**config.mk**
```make
export PLATFORM = sky130hd
export DESIGN_NAME = alu_seq
export DESIGN_NICKNAME = d
export VERILOG_FILES = /design/src/rtl/alu_seq.sv
export SDC_FILE = /design/constraint.sdc
export NUM_CORES = 1
export LEC_CHECK = 0
export CAP_MARGIN = 20
export CELL_PAD_IN_SITES_DETAIL_PLACEMENT = 1
export CELL_PAD_IN_SITES_GLOBAL_PLACEMENT = 1
export CORE_AREA = 10 10 125 127
export CTS_CLUSTER_DIAMETER = 40
export DETAILED_ROUTE_END_ITERATION = 6
export DIE_AREA = 0 0 135 137
export PLACE_DENSITY = 0.78
export SYNTH_ARGS = -nofsm -noshare
export SYNTH_HDL_FRONTEND = slang
export SYNTH_SLANG_ARGS = --single-unit
export TNS_END_PERCENT = 100
```
**constraint.sdc**
```tcl
create_clock -name clk -period 9.5 [get_ports clk]
set_clock_uncertainty 0.2 [all_clocks]
set_input_delay 1.9 -clock clk [delete_from_list [all_inputs] [get_ports clk]]
set_output_delay 1.9 -clock clk [all_outputs]
set_load 0.01 [all_outputs]
```
**src/rtl/alu_seq.sv**
```systemverilog
// alu_seq: sequential N-bit ALU with valid/ready handshake, registered result and NZCV flags.
module alu_seq #(
  parameter int N = 8,
  parameter bit MULDIV_EN = 1'b1
) (
  input  logic         clk,
  input  logic         rst,
  input  logic         in_valid,
  output logic         in_ready,
  input  logic [N-1:0] a_i,
  input  logic [N-1:0] b_i,
  input  logic [3:0]   alucontrol,
  output logic         out_valid,
  input  logic         out_ready,
  output logic [N-1:0] result,
  output logic [3:0]   output_flags,
  output logic         busy
);
  localparam int CW = $clog2(N);
  typedef enum logic [1:0] {S_IDLE, S_BUSY, S_DONE} state_t;
  state_t r_state, w_next;
  logic [N-1:0] r_hi, r_lo, r_b;
  logic         r_div, r_sel_hi;
  logic [CW-1:0] r_cnt;
  logic w_acc, w_md, w_last;
  logic [N:0] w_add, w_sub, w_lsl, w_lsr, w_sum, w_sh;
  logic signed [N:0] w_asr;
  logic [N-1:0] w_sc_res, w_dif, w_hi_n, w_lo_n, w_md_res;
  logic w_sc_c, w_sc_v, w_ge;
  assign in_ready  = (r_state == S_IDLE) | ((r_state == S_DONE) & out_ready);
  assign out_valid = r_state == S_DONE;
  assign busy      = r_state == S_BUSY;
  assign w_acc     = in_valid & in_ready;
  assign w_md      = MULDIV_EN && alucontrol >= 4'd10 && alucontrol <= 4'd13;
  assign w_last    = (r_state == S_BUSY) && (r_cnt == '0);
  assign w_add = {1'b0, a_i} + {1'b0, b_i};
  assign w_sub = {1'b0, a_i} - {1'b0, b_i};
  // Extra bit beside the operand catches the last bit shifted out as carry.
  assign w_lsl = {1'b0, a_i} << b_i;
  assign w_lsr = {a_i, 1'b0} >> b_i;
  assign w_asr = $signed({a_i, 1'b0}) >>> b_i;
  always_comb begin
    w_sc_res = '0;
    w_sc_c   = 1'b0;
    w_sc_v   = 1'b0;
    case (alucontrol)
      4'd0: begin
        {w_sc_c, w_sc_res} = w_add;
        w_sc_v = (a_i[N-1] == b_i[N-1]) && (w_add[N-1] != a_i[N-1]);
      end
      4'd1: begin
        w_sc_res = w_sub[N-1:0];
        w_sc_c   = ~w_sub[N];
        w_sc_v   = (a_i[N-1] != b_i[N-1]) && (w_sub[N-1] != a_i[N-1]);
      end
      4'd2: w_sc_res = a_i & b_i;
      4'd3: w_sc_res = a_i | b_i;
      4'd4: w_sc_res = ~a_i;
      4'd5: w_sc_res = a_i ^ b_i;
      4'd6, 4'd7: {w_sc_c, w_sc_res} = w_lsl;
      4'd8: {w_sc_res, w_sc_c} = w_lsr;
      4'd9: {w_sc_res, w_sc_c} = w_asr;
      default: ;
    endcase
  end
  // One shift-add multiply step or one restoring-divide step per BUSY cycle.
  assign w_sum    = {1'b0, r_hi} + (r_lo[0] ? {1'b0, r_b} : '0);
  assign w_sh     = {r_hi, r_lo[N-1]};
  assign w_ge     = w_sh >= {1'b0, r_b};
  assign w_dif    = w_sh[N-1:0] - r_b;
  assign w_hi_n   = r_div ? (w_ge ? w_dif : w_sh[N-1:0]) : w_sum[N:1];
  assign w_lo_n   = r_div ? {r_lo[N-2:0], w_ge} : {w_sum[0], r_lo[N-1:1]};
  assign w_md_res = r_sel_hi ? w_hi_n : w_lo_n;
  always_comb begin
    w_next = r_state;
    if (w_acc) w_next = w_md ? S_BUSY : S_DONE;
    else if (r_state == S_DONE && out_ready) w_next = S_IDLE;
    else if (w_last) w_next = S_DONE;
  end
  always_ff @(posedge clk) begin
    if (rst) begin
      r_state      <= S_IDLE;
      result       <= '0;
      output_flags <= '0;
      r_hi         <= '0;
      r_lo         <= '0;
      r_b          <= '0;
      r_div        <= 1'b0;
      r_sel_hi     <= 1'b0;
      r_cnt        <= '0;
    end else begin
      r_state <= w_next;
      if (w_acc) begin
        r_hi     <= '0;
        r_lo     <= a_i;
        r_b      <= b_i;
        r_div    <= alucontrol[2];
        r_sel_hi <= alucontrol[0];
        r_cnt    <= CW'(N - 1);
        if (!w_md) begin
          result       <= w_sc_res;
          output_flags <= {w_sc_c, w_sc_res[N-1], w_sc_v, w_sc_res == '0};
        end
      end else if (r_state == S_BUSY) begin
        r_hi  <= w_hi_n;
        r_lo  <= w_lo_n;
        r_cnt <= r_cnt - 1'b1;
        if (w_last) begin
          result       <= w_md_res;
          output_flags <= {1'b0, w_md_res[N-1], r_div ? (r_b == '0) : (w_hi_n != '0), w_md_res == '0};
        end
      end
    end
  end
endmodule

```
-- After elaboration in Yosys (flattened, before gate mapping)
Index checks and enable logic that the tools add are counted.
Widths: inputs -> output; s select.
- bits in registers: 43
- latch bits: 0
- RAM bits: 0
- ROM bits: 0
- output and inout bits: 15
- word-level logic and storage cells: 87
- memories: 0
- $add $sub $neg: 5
- multipliers: 0
- div/mod/pow operators: 0
- order comparisons: 3
- eq/ne operators: 16
- shift-type cells: 3
- muxes and demuxes: 25
- bitwise operators: 8
- reductions and logical operators: 18
- operators by type and width (operator ; count):
    $mux 8 ; 11
    $pmux 8 s9 ; 1
    $logic_not 8->1 ; 3
    $add 8x8->9 ; 2
    $eq 4x3->1 const B ; 4
    $mux 4 ; 4
    $ge 9x8->1 ; 1
    $shl 8x8->9 ; 1
    $shr 9x8->9 ; 1
    $sshr 9x8->9 ; 1
    $sub 8x8->9 ; 1
    $and 8x8->8 ; 1
    $eq 4x2->1 const B ; 2
    $eq 4x4->1 const B ; 2
    $mux 2 ; 4
    $not 8->8 ; 1
    $or 8x8->8 ; 1
    $reduce_bool 8->1 ; 1
    $sub 8x8->8 ; 1
    $xor 8x8->8 ; 1
    $mux 3 ; 2
    $logic_and 1x1->1 ; 5
    $pmux 1 s5 ; 1
    $eq 4x1->1 const B ; 1
    20 further kinds ; 25

-- Depth between registers and ports, before layout
Gate-level depths: netlist of the first run.
- word-level depth: 8
- mapped depth: 13
- depth with buffers taken out: 12

-- Worst setup path after synthesis of the first run
No wires, ideal clock.
- path kind: input-to-reg
- start: input port b_i[2]
- end: register output_flags[0]
- arrival time: 4279 ps
- required time: 9227 ps
- setup slack: 4947 ps
- stages on the path: 11
- buffers on the path: 2
- path through: clkbuf_1 inv_1 ha_1 clkbuf_1 or2_2 a311oi_1 o31ai_1 xor2_1 a221o_1 nand4b_1 o211ai_2
- word-level cells in the longest chain between the ends: 5
- elaborated cells between the ends (all ways): 12
- classes of those cells: 2 x add/sub; 3 x shift; 3 x mux; 3 x bitwise; 1 x reduce/logical
- RTL lines (element ; RTL line ; text):
    from (decl) ; 11 ; input logic [N-1:0] b_i,
    $sub 8x8->9 (tied with other cells) ; 37 ; assign w_sub = {1'b0, a_i} - {1'b0, b_i};
    $pmux 8 s9 (*) ; 46 ; case (alucontrol)
    $logic_not 8->1 (*) ; 102 ; output_flags <= {w_sc_c, w_sc_res[N-1], w_sc_v, w_sc_res == '0};
    $mux 4 (*) ; 100 ; if (!w_md) begin
    $mux 4 (*) ; 93 ; if (w_acc) begin
    to (signal assigned) ; 102 ;
    to (signal assigned) ; 110 ; output_flags <= {1'b0, w_md_res[N-1], r_div ? (r_b == '0) : (w_hi_n != '0), w_md_res == '0};
    to (decl) ; 16 ; output logic [3:0] output_flags,
Mark *: on every way between the ends. The rest lies on a longest branch, timed or not. The select of a mux whose other input is x is not followed.
A chain may end at the register's enable or synchronous reset.

-- Worst setup path in the final report of the first run
- start: input port a_i[0]
- end: register output_flags[0]
- word-level cells in the longest chain between the ends: 5
- elaborated cells between the ends (all ways): 13
- classes of those cells: 2 x add/sub; 3 x shift; 3 x mux; 4 x bitwise; 1 x reduce/logical
- RTL lines (element ; RTL line ; text):
    from (decl) ; 10 ; input logic [N-1:0] a_i,
    $sub 8x8->9 (tied with other cells) ; 37 ;
    $pmux 8 s9 (*) ; 46 ;
    $logic_not 8->1 (*) ; 102 ;
    $mux 4 (*) ; 100 ;
    $mux 4 (*) ; 93 ;
Marks and branches as above.

==> tab_implementation.tex, run 1 <==
\begin{tabular}{lr}
\hline
Metric & Value \\
\hline
\multicolumn{2}{l}{\textbf{Synthesis}} \\
Area contributors post-synth & sky130\_fd\_sc\_hd\_\_dfxtp\_1, sky130\_fd\_sc\_hd\_\_ha\_1, sky130\_fd\_sc\_hd\_\_a21oi\_1 \\
Syn Std Cell Area & slightly above 5000 um2 \\
Dominant register cell in the synthesized netlist & sky130\_fd\_sc\_hd\_\_dfxtp\_1 \\
Synthesized flop and latch total & 42 \\
Mean post-synth cell area & roughly 7.3 um2 \\
Cell types with the highest counts after synthesis & sky130\_fd\_sc\_hd\_\_nand2\_1, sky130\_fd\_sc\_hd\_\_a21oi\_1, sky130\_fd\_sc\_hd\_\_nor2\_1 \\
Yosys cell types & between 80 and 90 \\
Most frequent cell after synthesis & sky130\_fd\_sc\_hd\_\_nand2\_1 \\
Synth Net Count & approximately 770 \\
Synth async-reset ratio & 0\% \\
Area fraction of the dominant cell type after synthesis & between 15 and 20\% \\
EDFF count, synth & 0 \\
Portion of the post-synthesis area used by sequential elements & $\sim$16\% \\
Warning count from the yosys run & 0 \\
Synthesized instance count & 702 \\
Yosys top cell by area & sky130\_fd\_sc\_hd\_\_dfxtp\_1 \\
\multicolumn{2}{l}{\textbf{Clock network}} \\
Worst skew pair latency & between 0.2 and 0.3 ns \\
Clock tree from TritonCTS & yes \\
Number of instances resized during post-cts repair & 0 \\
Number of hold buffers added after CTS & 0 \\
Clock H-tree levels & 2 \\
Clock root buffer & sky130\_fd\_sc\_hd\_\_clkbuf\_16 \\
Number of buffers between clock root and the deepest sink & 2 \\
TritonCTS Buffers & 5 \\
Sink Count & 42 \\
Post CTS Setup Buffer Count & 0 \\
Clk slew on worst S/H paths & $\sim$0.07 ns \\
\multicolumn{2}{l}{\textbf{Finish}} \\
Final standard cell count with taps included and fillers excluded & between 800 and 900 \\
Total inserted antenna cells & 0 \\
Proportion of layout cells with a drive suffix above 1 & 7.835\% \\
Synth-to-Final Area Change & 11.44\% \\
Number of nets in the final layout & between 700 and 800 \\
\multicolumn{2}{l}{\textbf{Pwr}} \\
Pleak & $\sim$2.2 nW \\
Portion of total power attributed to combinational logic & about two fifths \\
Part of the total power dissipated in the clock network & 27.9\% \\
Switching power share of the total & between 30\% and 40\% \\
Peak VDD IR & approximately 66 uV \\
Cell internal power dissipation & slightly below 400 uW \\
Power spent charging and discharging nets & $\sim$250 uW \\
Share of total power in sequential cells & between 30\% and 40\% \\
Power Dens Cells & 112.2 nW/um2 \\
\multicolumn{2}{l}{\textbf{Worst hold path}} \\
Endpoint of the worst hold path & result[4] \\
Hold Path Depth & 2 \\
Worst Hold Class & reg -> reg \\
Launch instance of the worst min-delay path & result[4] \\
\multicolumn{2}{l}{\textbf{Status}} \\
Run status & complete, no violations \\
\multicolumn{2}{l}{\textbf{STA}} \\
Final hold violation count & 0 \\
Setup violation total in the final timing report & 0 \\
Unrepaired setup endpoints after global routing & false \\
Measured slew at the worst slew-check pin & about 1.1 ns \\
Final max-slew violation count & 0 \\
Final sum of negative setup slack & 0 ns \\
Final critical delay including setup and external delays & $\sim$5.4 ns \\
Worst max-slew margin expressed relative to the limit & between 20\% and 30\% \\
Period utilisation layout & approximately 57\% \\
Maximum operating frequency & $\sim$190 MHz \\
\multicolumn{2}{l}{\textbf{Place}} \\
Weighted congestion at the end of routability-driven global placement & $\sim$0.95 \\
Cell count after placement & 870 \\
Detailed placer's ending HPWL & between 10 and 15 mm \\
Number of buffers inserted by port buffering & 38 \\
\multicolumn{2}{l}{\textbf{Worst setup path}} \\
Critical path depth in cells & 13 \\
Critical path buffer and inverter count & 3 \\
CP Cell Sequence & clkdlybuf4s50\_1 -> inv\_1 -> ha\_1 -> inv\_1 -> fa\_1 -> nand2\_1 -> o22ai\_1 -> a221o\_1 -> nor3\_1 -> o2111ai\_1 -> nor4\_1 -> nand4b\_1 -> o211ai\_2 \\
Depth of the worst register-to-register path & 11 \\
Startpoint of the worst register-to-register path & r\_lo[0] \\
CP startpoint kind & input pin \\
Reg2reg setup slack & 6.01 ns \\
Longest individual stage delay on the worst path & approximately 0.79 ns \\
CP delay by family, top & buffers and inverters \\
Most numerous cell on the critical path & sky130\_fd\_sc\_hd\_\_inv\_1 \\
First element of the critical path & a\_i[0] \\
Worst reg2reg endpoint & output\_flags[1] \\
Required time of the worst setup path & roughly 9.5 ns \\
Arrival time at the worst endpoint & around 5.4 ns \\
Slowest library cell on the worst path & sky130\_fd\_sc\_hd\_\_clkdlybuf4s50\_1 \\
Capturing element type of the critical path & flip-flop \\
Kind of critical path & in -> reg \\
CP Max Fanout & 11 \\
\multicolumn{2}{l}{\textbf{Floorplanning}} \\
Total Die Area & about 18000 um2 \\
Die boundary width & approximately 140 um \\
Core Box Area & about 13000 um2 \\
Placement row count & 42 \\
Chip Height & about 140 um \\
Starting utilization of the core area & roughly 40\% \\
Top-level I/O count & 39 \\
\multicolumn{2}{l}{\textbf{GRT}} \\
Global-route congestion overflow total & 0 \\
First-pass GRT wire length & about 30 mm \\
Total global-route track usage & about a fifth \\
Via count of the first global-routing pass & 5588 \\
Number of antenna violations at the first check in global routing & 0 \\
Maximum number of pins on one net before global-route repair & 35 \\
\multicolumn{2}{l}{\textbf{Drt}} \\
Via density per instance & around 6.3 \\
Vias after detailed routing & 5562 \\
First-pass DRT Iterations & 5 \\
Wire length per cell & 21.83 um \\
Drc violations & 0 \\
Total wirelength of the detailed-routed design & 19.17 mm \\
Post-DRT Antenna Nets & 0 \\
Starting DRT DRC Count & roughly 500 \\
\multicolumn{2}{l}{\textbf{Job}} \\
Number of maximum-capacitance constraint violations & 0 \\
\hline
\end{tabular}
-- worst min-delay path: cells and delay by family, from the launching register on --
family / cells / cell delay (ns)
flip-flops: 1 / 0.31
AND/OR/NAND/NOR: 1 / 0.05
AO/OA/AOI/OAI: 1 / 0.05
-- area by class of cell --
| cell class | instances | area, um2 |
|---|---|---|
| multi-input combinational | 567 | 3946 |
| tap | 176 | 220.2 |
| fill | 1617 | 7343 |
| clock buffer | 5 | 125.1 |
| sequential | 42 | 840.8 |
| timing repair buffer | 45 | 430.4 |
| inverter | 40 | 150.1 |
| clock inverter | 3 | 28.78 |
-- cell usage in the layout (no fill, tap or decap), types with 10 or more instances in the layout --
master / n
sky130_fd_sc_hd__nor2_1: 52
sky130_fd_sc_hd__a211oi_1: 12
sky130_fd_sc_hd__nor2b_1: 10
sky130_fd_sc_hd__inv_1: 40
sky130_fd_sc_hd__nand4_1: 14
sky130_fd_sc_hd__clkdlybuf4s50_1: 38
sky130_fd_sc_hd__a21oi_1: 66
sky130_fd_sc_hd__nand3_1: 16
sky130_fd_sc_hd__a31oi_1: 14
sky130_fd_sc_hd__dfxtp_1: 42
sky130_fd_sc_hd__ha_1: 42
sky130_fd_sc_hd__and2_1: 11
sky130_fd_sc_hd__xnor2_1: 10
sky130_fd_sc_hd__o21ai_0: 26
sky130_fd_sc_hd__nor3_1: 17
sky130_fd_sc_hd__nand2_1: 80
sky130_fd_sc_hd__mux2i_1: 12
sky130_fd_sc_hd__mux2_2: 12
-- registers in the layout, indices dropped and copies added, names as in the netlist --
register      cells
r_b               8
r_sel_hi          1
output_flags      4
r_div             1
r_hi              8
result            7
r_lo              8
r_cnt             3
r_state           2
-- through the flow --
stage                     hold slack (ns)  util, %  power [mW]  instance area [um2]  worst slack (ns)
final                              0.2616    43.88      0.6442                 5742             4.121
after CTS                          0.2651    43.88      0.6433                 5742             4.195
after global routing               0.2784    43.88      0.6799                 5742             3.916
after global placement             0.2415    42.67      0.4549                 5583             3.989
after detailed placement           0.2538    42.70      0.4635                 5588             3.885
after floorplan                    0.2363        -      0.3792                 5152             4.947
-- layer usage --
| layer | wire length (um) | global-route usage (%) |
|---|---|---|
| met1 | 9004 | 27.95 |
| met2 | 8676 | 32.66 |
| met3 | 1245 | 3.556 |
| met4 | 243 | 4.187 |
| met5 | 0 | 0 |
-- kinds of logic (layout without fill, tap and decap cells) --
kind of cell / count (synthesis) / after routing / synth area share (%)
XOR/XNOR: 15 / 15 / 2.550
AO/OA/AOI/OAI: 216 / 216 / 28.49
adder cells (fa/ha/maj): 46 / 46 / 11.75
buffers and inverters: 93 / 93 / 7.285
multiplexers: 31 / 31 / 7.868
AND/OR/NAND/NOR: 259 / 259 / 25.74
flip-flops: 42 / 42 / 16.32
-- power groups by stage --
| stage | clock (mW) | combinational [mW] | sequential, mW |
|---|---|---|---|
| after global routing | 0.190 | 0.285 | 0.205 |
| after floorplan | 0 | 0.177 | 0.202 |
| after CTS | 0.182 | 0.258 | 0.203 |
| after detailed placement | 0 | 0.257 | 0.207 |
| final | 0.180 | 0.262 | 0.203 |
| after global placement | 0 | 0.249 | 0.206 |
-- worst max path at each step --
stage                 endpoint  slack (ns)
6_report       output_flags[0]        4.12
5_1_grt        output_flags[0]        3.92
4_1_cts        output_flags[0]        4.20
3_5_place_dp   output_flags[0]        3.88
3_3_place_gp   output_flags[0]        3.99
2_1_floorplan  output_flags[0]        4.95
Note: power is estimated with default switching activity, not from simulation.
==> inputs of run 2 (changes only) <==
==> constraint.sdc (replaced) <==
create_clock -name clk -period 5.4 [get_ports clk]
set_clock_uncertainty 0.2 [all_clocks]
set_input_delay 1.08 -clock clk [delete_from_list [all_inputs] [get_ports clk]]
set_output_delay 1.08 -clock clk [all_outputs]
set_load 0.01 [all_outputs]
==> run 2 against run 1 <==
- cell count rose by 1.8%
- non-clock buffer count rose by 16
- largest power group unchanged
- flip-flop and latch count did not move
- highest routed layer unchanged
==> tab_implementation.tex, run 2 (synthesis gave the netlist of run 1 again) <==
\begin{tabular}{lr}
\hline
Metric & Value \\
\hline
\multicolumn{2}{l}{\textbf{Status}} \\
Run status & complete, no violations \\
\multicolumn{2}{l}{\textbf{Finish}} \\
Number of nets in the final layout & 787 (+2.1\%) \\
Synth-to-Final Area Change & 14.06\% \\
FILL cells & 1633 (+0.99\%) \\
Largest registers & r\_b: 8 flops, r\_hi: 8 flops, r\_lo: 8 flops \\
Top library cells by usage in the layout, fill and taps aside & sky130\_fd\_sc\_hd\_\_nand2\_1, sky130\_fd\_sc\_hd\_\_a21oi\_1, sky130\_fd\_sc\_hd\_\_nor2\_1 \\
Leading cell type in the layout, fill and taps excluded & sky130\_fd\_sc\_hd\_\_nand2\_1 \\
Final core area utilization & 44.91\% (+1.0 points) \\
Proportion of layout cells with a drive suffix above 1 & 9.749\% (+1.9 points) \\
Total inserted antenna cells & 0 (unchanged) \\
Final standard cell count with taps included and fillers excluded & 894 (+1.8\%) \\
\multicolumn{2}{l}{\textbf{Place}} \\
Number of buffers inserted by port buffering & 38 (unchanged) \\
Cell count after placement & 886 (+1.8\%) \\
Weighted congestion at the end of routability-driven global placement & 0.9568 (+1.2\%) \\
Worst setup timing slack at the placement stage & 0.6410 ns (-3.244 ns) \\
Detailed placer's ending HPWL & 15.86 mm (+7.9\%) \\
\multicolumn{2}{l}{\textbf{Worst setup path}} \\
Kind of critical path & in -> reg \\
Capturing element type of the critical path & flip-flop \\
Reg2reg setup slack & 1.77 ns (-4.24 ns) \\
CP startpoint kind & input pin \\
Worst reg2reg endpoint & output\_flags[1] \\
Slowest library cell on the worst path & sky130\_fd\_sc\_hd\_\_clkdlybuf4s50\_1 \\
Arrival time at the worst endpoint & 4.50 ns (-0.89 ns) \\
Depth of the worst register-to-register path & 10 (-1) \\
Required time of the worst setup path & 5.42 ns (-4.10 ns) \\
Longest individual stage delay on the worst path & 0.84 ns (+0.05 ns) \\
CP Cell Sequence & clkdlybuf4s50\_1 -> inv\_1 -> ha\_1 -> inv\_1 -> fa\_1 -> nand2\_1 -> o22ai\_1 -> a221o\_1 -> nor3\_1 -> o2111ai\_1 -> nor4\_1 -> nand4b\_1 -> o211ai\_2 \\
Most numerous cell on the critical path & sky130\_fd\_sc\_hd\_\_inv\_1 \\
CP Max Fanout & 11 (unchanged) \\
Startpoint of the worst register-to-register path & r\_b[2] \\
\multicolumn{2}{l}{\textbf{STA}} \\
Final sum of negative setup slack & 0 ns (unchanged) \\
Final hold violation count & 0 (unchanged) \\
Final critical delay including setup and external delays & 4.480 ns \\
Period utilisation layout & $\sim$83\% \\
Unrepaired setup endpoints after global routing & false \\
Post-Route Hold Slack & 0.2620 ns (+0.0003900 ns) \\
Setup violation total in the final timing report & 0 (unchanged) \\
PnR worst setup slack & 0.9200 ns (-3.201 ns) \\
Final max-slew violation count & 0 (unchanged) \\
Worst max-slew margin expressed relative to the limit & 28.00\% (-1.2 points) \\
Maximum operating frequency & roughly 220 MHz \\
Measured slew at the worst slew-check pin & 1.079 ns (+0.01728 ns) \\
\multicolumn{2}{l}{\textbf{Pwr}} \\
Cell internal power dissipation & 741.6 uW (+88\%) \\
Power Dens Cells & 200.9 nW/um2 (+79\%) \\
Portion of total power attributed to combinational logic & 40.2\% (-0.4 points) \\
Share of total power in sequential cells & 30.4\% (-1.1 points) \\
Peak VDD IR & 120.7 uV (+84\%) \\
Pleak & 2.237 nW (+3.6\%) \\
Part of the total power dissipated in the clock network & 29.4\% (+1.5 points) \\
Power spent charging and discharging nets & 439.3 uW (+75\%) \\
Switching power share of the total & 37.20\% (-1.7 points) \\
\multicolumn{2}{l}{\textbf{Worst hold path}} \\
Worst Hold Class & reg -> reg \\
Hold Path Depth & 2 (unchanged) \\
Endpoint of the worst hold path & result[2] \\
Launch instance of the worst min-delay path & result[2] \\
\multicolumn{2}{l}{\textbf{GRT}} \\
Via count of the first global-routing pass & 5916 (+5.9\%) \\
Global-route congestion overflow total & 0 (unchanged) \\
Maximum number of pins on one net before global-route repair & 32 (-8.6\%) \\
Number of antenna violations at the first check in global routing & 0 (unchanged) \\
Total global-route track usage & 21.57\% (+1.2 points) \\
First-pass GRT wire length & 32.51 mm (+5.7\%) \\
\multicolumn{2}{l}{\textbf{Clock network}} \\
Clock tree from TritonCTS & yes \\
Worst skew pair latency & 0.29 ns (about the same) \\
Clock H-tree levels & 2 (unchanged) \\
Number of hold buffers added after CTS & 0 (unchanged) \\
Post CTS Setup Buffer Count & 0 (unchanged) \\
Number of buffers between clock root and the deepest sink & 2 (unchanged) \\
Sink Count & 42 (unchanged) \\
Clock root buffer & sky130\_fd\_sc\_hd\_\_clkbuf\_16 \\
TritonCTS Buffers & 5 (unchanged) \\
Number of instances resized during post-cts repair & 0 (unchanged) \\
Clk slew on worst S/H paths & 0.06 ns (about the same) \\
\multicolumn{2}{l}{\textbf{Floorplanning}} \\
Core Box Area & 13090 um2 (unchanged) \\
Top-level I/O count & 39 (unchanged) \\
Die boundary width & 135 um (unchanged) \\
Chip Height & 137 um (unchanged) \\
Placement row count & 42 (unchanged) \\
Total Die Area & 18500 um2 (unchanged) \\
Starting utilization of the core area & 39.38\% (unchanged) \\
\multicolumn{2}{l}{\textbf{Drt}} \\
Drc violations & 0 (unchanged) \\
Vias after detailed routing & 5759 (+3.5\%) \\
Via density per instance & 6.442 (+1.7\%) \\
Wire length per cell & 22.81 um (+4.5\%) \\
First-pass DRT Iterations & 5 (unchanged) \\
Total wirelength of the detailed-routed design & 20.39 mm (+6.4\%) \\
Post-DRT Antenna Nets & 0 (unchanged) \\
Starting DRT DRC Count & 471 (-5.4\%) \\
\multicolumn{2}{l}{\textbf{Job}} \\
Number of maximum-capacitance constraint violations & 0 (unchanged) \\
\hline
\end{tabular}
-- run 2: worst max-delay path by stage --
| stage | from | end | slack (ns) | cells after the start |
|---|---|---|---|---|
| after CTS | b_i[1] | output_flags[0] | 0.94 | 10 |
| after floorplan | b_i[2] | output_flags[0] | 1.67 | 11 |
| after global placement | b_i[1] | output_flags[0] | 0.81 | 10 |
| after global routing | b_i[1] | output_flags[0] | 0.73 | 10 |
| after detailed placement | b_i[1] | output_flags[0] | 0.64 | 10 |
| final | a_i[0] | output_flags[0] | 0.92 | 13 |
-- run 2: per-layer routing --
layer | global-route usage (%) | routed length (um) | vias to the layer above
met3 | 2.859 | 1195 | 62
met2 | 36.78 | 9633 | 217
met1 | 27.14 | 8839 | 2854
met4 | 7.955 | 724 | 0
met5 | 0 | 0 | -
li1 | - | - | 2626
-- run 2: layout make-up --
cell class	instances	area, um2	area share [%]
multi-input cells	567	3946	67.15
clock buffers	6	128.9	2.193
flip-flops and latches	42	840.8	14.31
repair buffers	61	553.0	9.410
inverters	40	150.1	2.555
well taps	176	220.2	3.747
clock inverters	2	37.54	0.6387
-- run 2: power groups by stage --
stage	Sequential (mW)	Combinational (mW)	Clock [mW]
5_1_grt	0.362	0.515	0.361
3_5_place_dp	0.365	0.466	0
2_1_floorplan	0.355	0.312	0
3_3_place_gp	0.363	0.451	0
6_report	0.359	0.475	0.347
4_1_cts	0.358	0.469	0.349
-- run 2: worst max-delay path, delay by kind of cell --
family | cells | cell delay, ns
and+or+nand+nor | 4 | 0.98
adders and majority gates | 2 | 0.66
AOI/OAI and AO/OA | 4 | 0.71
buffers and inverters | 3 | 1.08
-- run 2: stage by stage --
step           total power [mW]  area (um2)
5_1_grt                   1.238        5877
2_1_floorplan            0.6670        5152
3_5_place_dp             0.8314        5710
4_1_cts                   1.176        5877
3_3_place_gp             0.8143        5710
6_report                  1.181        5877
